===== src/rtl/fluxo_dados_param.sv =====
`default_nettype none
// +----------------------------------------------------------------------+
// | Module     : fluxo_dados_param                                       |
// | Description: Datapath for the memory game: address/limit counters,   |
// |              move register, synchronous-read memory, move detector   |
// |              and saturating timeout counter.                         |
// | Revision   : 1.0 - initial release                                   |
// +----------------------------------------------------------------------+
module fluxo_dados_param #(
  parameter int N       = 4,
  parameter int ADDR_W  = 4,
  parameter int TIMEOUT = 3000,
  parameter int TIMER_W = 12
) (
  input  logic              clock,
  input  logic              reset,
  input  logic [N-1:0]      chaves,
  input  logic              zeraE,
  input  logic              contaE,
  input  logic              zeraL,
  input  logic              contaL,
  input  logic              zeraR,
  input  logic              registraR,
  input  logic              escreveM,
  input  logic              zera_timer,
  input  logic              conta_timer,
  output logic              igual,
  output logic              fimE,
  output logic              fimL,
  output logic              fim_sequencia,
  output logic              fim_timer,
  output logic              jogada_feita,
  output logic              jogada_valida,
  output logic              db_tem_jogada,
  output logic [ADDR_W-1:0] db_contagem,
  output logic [ADDR_W-1:0] db_limite,
  output logic [N-1:0]      db_jogada,
  output logic [N-1:0]      db_memoria
);

  localparam int                 c_depth     = 2 ** ADDR_W;
  localparam logic [ADDR_W-1:0]  c_addr_max  = '1;
  localparam logic [ADDR_W-1:0]  c_addr_one  = ADDR_W'(1);
  localparam logic [TIMER_W-1:0] c_timer_max = TIMER_W'(TIMEOUT - 1);
  localparam logic [TIMER_W-1:0] c_timer_one = TIMER_W'(1);
  localparam logic [N-1:0]       c_n_one     = N'(1);

  logic [ADDR_W-1:0]  r_endereco;
  logic [ADDR_W-1:0]  r_limite;
  logic [N-1:0]       r_jogada;
  logic [N-1:0]       r_leitura;
  logic [TIMER_W-1:0] r_timer;
  logic               r_tem_ant;
  logic               r_jogada_feita;
  logic [N-1:0]       r_mem [0:c_depth-1];

  logic               w_tem_jogada;
  logic [N-1:0]       w_chaves_m1;

  always_ff @(posedge clock or posedge reset) begin
    if (reset) begin
      r_endereco <= '0;
      r_limite   <= '0;
      r_jogada   <= '0;
      r_timer    <= '0;
    end else begin
      if (zeraE)       r_endereco <= '0;
      else if (contaE) r_endereco <= r_endereco + c_addr_one;

      if (zeraL)       r_limite <= '0;
      else if (contaL) r_limite <= r_limite + c_addr_one;

      if (zeraR)          r_jogada <= '0;
      else if (registraR) r_jogada <= chaves;

      // Timer holds at its terminal count rather than wrapping.
      if (zera_timer) r_timer <= '0;
      else if (conta_timer && (r_timer != c_timer_max)) r_timer <= r_timer + c_timer_one;
    end
  end

  // Memory has no reset; a write on an edge where reset is high is dropped.
  always_ff @(posedge clock) begin
    if (escreveM && !reset) r_mem[r_endereco] <= r_jogada;
  end

  always_ff @(posedge clock or posedge reset) begin
    if (reset) r_leitura <= '0;
    else       r_leitura <= r_mem[r_endereco];
  end

  always_ff @(posedge clock or posedge reset) begin
    if (reset) begin
      r_tem_ant      <= 1'b0;
      r_jogada_feita <= 1'b0;
    end else begin
      r_tem_ant      <= w_tem_jogada;
      r_jogada_feita <= w_tem_jogada && !r_tem_ant;
    end
  end

  assign w_tem_jogada = |chaves;
  // Exactly one bit set: nonzero and clearing the lowest set bit leaves zero.
  assign w_chaves_m1  = chaves - c_n_one;

  assign db_tem_jogada = w_tem_jogada;
  assign jogada_valida = w_tem_jogada && ((chaves & w_chaves_m1) == '0);
  assign jogada_feita  = r_jogada_feita;
  assign fimE          = (r_endereco == c_addr_max);
  assign fimL          = (r_limite == c_addr_max);
  assign fim_sequencia = (r_endereco == r_limite);
  assign fim_timer     = (r_timer == c_timer_max);
  assign igual         = (r_leitura == r_jogada);
  assign db_contagem   = r_endereco;
  assign db_limite     = r_limite;
  assign db_jogada     = r_jogada;
  assign db_memoria    = r_leitura;

endmodule
`default_nettype wire


===== config.mk =====
export PLATFORM = sky130hd
export DESIGN_NAME = fluxo_dados_param
export DESIGN_NICKNAME = d
export VERILOG_FILES = /design/src/rtl/fluxo_dados_param.sv
export SDC_FILE = /design/constraint.sdc
export NUM_CORES = 1
export LEC_CHECK = 0
export ABC_CLOCK_PERIOD_IN_PS = 3100
export BUFFER_PORTS_ARGS = -buffer_cell sky130_fd_sc_hd__buf_4
export CAP_MARGIN = 20
export CORE_MARGIN = 4
export CORE_UTILIZATION = 44
export CTS_CLUSTER_SIZE = 40
export DETAILED_ROUTE_END_ITERATION = 12
export HOLD_SLACK_MARGIN = 0.05
export PLACE_DENSITY = 0.7
export SLEW_MARGIN = 40
export SYNTH_ARGS = -nofsm -noshare
export SYNTH_HDL_FRONTEND = slang
export SYNTH_SLANG_ARGS = --single-unit

===== constraint.sdc =====
create_clock -name clock -period 3.1 [get_ports clock]
set_input_delay 0.155 -clock clock [delete_from_list [all_inputs] [get_ports clock]]
set_output_delay 0.155 -clock clock [all_outputs]
set_load 0.05 [all_outputs]

; ---- After elaboration in Yosys (flattened, before gate mapping)
; Memories as Yosys holds them, arrays and structs flattened. A register that Yosys moved wholly into a read port is not among the register bits.
; Cells that the tools add are included.
; Widths: inputs -> output; s select.
[op_classes]
add_sub_neg = 4
multipliers = 0
div_mod_pow = 0
magnitude_cmp = 0
eq_ne = 6
shift = 0
muxes = 10
bitwise = 1
reduce_logical = 12
[op_table]
columns = operator, n
row1 = $mux 12, 2
row2 = $mux 4, 6
row3 = $add 12x1->12 const B, 1
row4 = $eq 12x12->1 const B, 1
row5 = $ne 12x12->1 const B, 1
row6 = $add 4x1->4 const B, 2
row7 = $eq 4x4->1, 2
row8 = $eq 4x4->1 const B, 2
row9 = $reduce_bool 2->1, 4
row10 = $and 4x4->4, 1
row11 = $logic_and 1x1->1, 4
row12 = $logic_not 4->1, 1
row13 = $reduce_or 4->1, 1
row14 = $sub 4x1->4 const B, 1
row15 = $logic_not 1->1, 2
row16 = $mux 1, 2
[totals]
register_bits = 26
latch_bits = 0
ramBits = 64
rom_bits = 0
out_inout_bits = 24
mem_count = 1
[memory_table]
columns = memory, depth, word_bits, rd, rd_clocked_by_memory_dff, write_ports, line_no
row1 = r_mem, 16, 4, 1, 1, 1, 55  ; logic [N-1:0] r_mem [0:c_depth-1];

; ---- Longest topological paths before layout
[logic_depth]
ltp_word = 4
ltp_mapped = 5
depth_no_buf = 5

; ---- Least setup slack after synthesis
; Ideal clock, no wire load.
[synth_timing]
kind = reg2out
start = register r_endereco[1] (netlist: db_contagem[1])
end = output port fim_sequencia
arrival_time_ns = 2.704
slack_ns = 0.241
stages_incl_launch_ff = 4
path_cell_list = dfrtp_1 clkbuf_1 xor2_1 nor4_1
[synth_between]
elab_chain_cells = 1
[synth_rtl]
columns = element, line_no
row1 = "start, declared", 48  ; logic [ADDR_W-1:0] r_endereco;
row2 = "start signal, assigned", 68  ; else if (contaE) r_endereco <= r_endereco + c_addr_one;
row3 = $eq 4x4->1, 111  ; assign fim_sequencia = (r_endereco == r_limite);
row4 = "end, declared", 30  ; output logic fim_sequencia,
; No other way between the ends.

; ---- Worst setup path after layout
[layout_timing]
start = register r_endereco[0] (netlist: db_contagem[0])
end = memory r_mem[3][2], enable pin
[layout_lines]
columns = element, line_no
row1 = "end, declared", 55
; Straight into the memory's write port.

==> results list <==
- The flow ran to the end, and the final reports show no timing, DRC or antenna violations.
- Clock sink count: 94
* Synthesized-area fraction occupied by adder cells: under 10%
- DR WL/cell: between 15 and 20 um
- On the worst path, the slowest cell contributes a delay of ~0.57 ns.
* Number of buffers created by CTS: 9
* Area fraction in compound gates after synthesis: roughly 2.3%
- Smallest hold slack: roughly 0.067 ns
* Standard-cell row count: 34
- Vertical die dimension: just over 100 um
- DP HPWL: about 5500 um
- Synthesis produced a netlist with a net count of 292.
- For the worst-skew pair, the clock arrives at the later sink with an insertion delay of 0.35 ns.
* Sequential cell area fraction in the yosys report: between 60% and 70%
- Final-layout setup total negative slack: 0 ns
- Most frequently used flop master after synthesis: sky130_fd_sc_hd__edfxtp_1
* Worst-path cell chain: buf_4 > ha_1 > nand2_1 > nor3_1
- CTS Root Buffer Type: sky130_fd_sc_hd__clkbuf_8
- Count of nets left with antenna violations after detail routing: 0
* Mux contribution to synthesized area: between 10% and 20%
- The worst path meets setup with 1.07 ns of slack.
- Each instance of the synthesized netlist takes up on average 14.8 sq um.
- Boundary pin count: 39
- Category of the most critical setup path: register to register
* GRT Util Overall: around 16%
- The library cell used most frequently in the layout, excluding fill and tap cells, is sky130_fd_sc_hd__edfxtp_1.
- Area delta synth->final: 16.8%
- Measured against its own limit, the worst slew margin works out to between 50 and 60%.
- Cell area after layout: 0.00467 sq mm
- For this design, the CTS-stage hold fixing added 5 buffers.
* Remaining design rule violation count: 0
* Synthesized cell area: 0.00400 sq mm
* Data required time at the worst endpoint: ~3.1 ns
- Die area: 0.0107 sq mm
- Max Cap Viol: 0
* Total Power: ~2.5 mW
- The core region is between 0.008 and 0.009 sq mm.
- Arrival time of data at the critical path endpoint: 2.02 ns
* Final RePlAce weighted congestion: around 0.8
* Clock-pin slew of the registers on the worst-case setup and hold paths: ~0.090 ns
- Gate count after technology mapping: between 200 and 300
- Counting the fill cells in the layout gives roughly 720.
- For this block, the via count after detailed routing is 2369.
- For this run, the detailed router's first-pass iteration total came to 4.
* Number of failing hold endpoints at the final stage: 0
- RSZ-0062 raised after global routing: no
- CTS tree: yes
* Number of enable flip-flop cells after synthesis: 64
- Once the floorplan was initialized, standard cells occupied 45.4% of the core.
* Maximum clock rate: 494 MHz
- Maximum clock insertion buffer count: 2
* Fraction of final layout cells with drive strength greater than 1: around a quarter
* Initial antenna violation count: 0
- The largest individual stage delay along the critical path comes from the cell sky130_fd_sc_hd__dfrtp_1.
* Via-per-instance ratio: about 5.4
* Post-placement setup slack: roughly 0.9 ns
- The first global-routing pass estimated 12700 um of wire.
- Starting DRT DRC Count: around 120
- In this run the worst path has a maximum fanout of 9.
* Static Leak: 1.74 nW
- Largest voltage drop on the vdd net: 183 uV
- After synthesis the netlist holds a flip-flop and latch count of 94.
- Capturing element type of the critical path: register
* Final-report max-slew violation count: 0
* Number of global-route vias before repair: 2430
* CTS resizes: 0
- Setup violations remaining at the end of the flow were counted as 0.
- Entering global routing, the biggest net connects 31 pins.
- Subtracting the final worst setup slack from the clock period gives between 2 and 2.5 ns.
- The synthesized netlist devotes 4.82% of its cell area to XOR and XNOR gates.
* Fraction of the mapped netlist area in simple logic gates: 12.0%
- Residual overflow from global routing: 0
* Power density over the cells: 534 mW/mm^2
- Kind of start point of the critical path: register
- After clock tree synthesis, the setup repair step added 0 buffers.
* Count of input and output buffers: 38
- The die is ~100 um wide.
- Yosys printed 0 warnings.
- Final Net Count: between 300 and 400
- In this run the worst hold path is classified as input pin to register.
- Area after DPL: 0.00443 sq mm
* H-tree levels: 3
- Fraction of registers with async set or reset after synthesis: a little under a third
* WL final: between 7000 and 8000 um
- Number of unique standard cell types used by synthesis: 31
* Dominant combinational cell family by area after synthesis: simple AND/OR/NAND/NOR gates
- 0 antenna diodes ended up in the layout.
- Highest-count cells in the layout ignoring fill and taps: sky130_fd_sc_hd__edfxtp_1 (64), sky130_fd_sc_hd__buf_4 (45), sky130_fd_sc_hd__nor2_1 (33)
* Actual slew at the worst max-slew pin: 0.678 ns
* Layout Skew: between 0.008 and 0.009 ns
* Share of the cycle needed by the critical path after routing: between 60 and 70%
[layer usage]
metal | GRT usage (%) | wire length [um]
met3 | 3.42 | 485
met5 | 0 | 0
met1 | 23.0 | 3640
met4 | 8.57 | 176
met2 | 23.7 | 3490
[critical path: cells and delay by family (launching register included)]
| kind | cells | cell delay (ns) |
|---|---|---|
| flops | 1 | 0.57 |
| simple gates | 2 | 0.59 |
| fa+ha+maj | 1 | 0.22 |
| buf+inv | 1 | 0.29 |
[through the flow]
| step | std cells | util, % |
|---|---|---|
| finish | 435 | 53.1 |
| global route | 435 | 53.1 |
| CTS | 435 | 53.0 |
| detailed placement | 414 | 50.3 |
| global placement | 414 | 50.3 |
| floorplan | 271 | - |
[final cells by class]
| type | count | area [sq um] | share of cell area, % |
|---|---|---|---|
| Timing Repair Buffer | 50 | 388 | 8.30 |
| Sequential cell | 94 | 2670 | 57.2 |
| Clock buffer | 12 | 145 | 3.11 |
| Clock inverter | 4 | 48.8 | 1.04 |
| Inverter | 5 | 18.8 | 0.402 |
| Multi-Input combinational cell | 162 | 1260 | 27.0 |
| Tap cell | 108 | 135 | 2.89 |
[state kept, by name, indices dropped and copies added (netlist names)]
signal	cells
r_tem_ant	1
r_mem	64
db_memoria	4
db_jogada	4
db_limite	4
jogada_feita	1
r_timer	12
db_contagem	4
[cell usage after synthesis (6+ instances only)]
cell | instances | area share [%]
sky130_fd_sc_hd__nand4_1 | 7 | 1.1
sky130_fd_sc_hd__mux2i_1 | 6 | 1.5
sky130_fd_sc_hd__mux4_2 | 16 | 9.0
sky130_fd_sc_hd__ha_1 | 6 | 1.9
sky130_fd_sc_hd__nand3_1 | 11 | 1.4
sky130_fd_sc_hd__nor3_1 | 10 | 1.3
sky130_fd_sc_hd__xnor2_1 | 7 | 1.5
sky130_fd_sc_hd__nor2_1 | 33 | 3.1
sky130_fd_sc_hd__xor2_1 | 15 | 3.3
sky130_fd_sc_hd__nand2_1 | 15 | 1.4
sky130_fd_sc_hd__clkbuf_1 | 7 | 0.66
sky130_fd_sc_hd__edfxtp_1 | 64 | 48
sky130_fd_sc_hd__dfrtp_1 | 30 | 19
[worst paths after layout]
kind	from	endpoint	slack (ns)	cells past startpoint
max	db_contagem[0]	r_mem[3][2]	1.07	4
min	chaves[2]	db_jogada[2]	0.07	3
max reg2reg	db_contagem[0]	r_mem[3][2]	1.07	4
min reg2reg	r_tem_ant	jogada_feita	0.40	1
max in group asynchronous	reset	db_contagem[1]	2.35	4
min in group asynchronous	reset	db_limite[3]	0.45	4
[cells by family (layout without fill, tap and decap cells)]
| logic type | count (synthesis) | in the layout |
|---|---|---|
| flip-flops | 94 | 94 |
| multiplexers | 22 | 22 |
| adder cells (fa/ha/maj) | 6 | 6 |
| buffers and inverters | 15 | 71 |
| XOR/XNOR | 22 | 22 |
| AND/OR/NAND/NOR | 97 | 97 |
| AO/OA/AOI/OAI | 15 | 15 |
[power by group]
group	switching, mW	leakage, nW	internal [mW]
Sequential	0.0370	0.982	1.37
Clock	0.393	0.0903	0.393
Combinational	0.180	0.664	0.122
(Power assumes the default switching activity.)
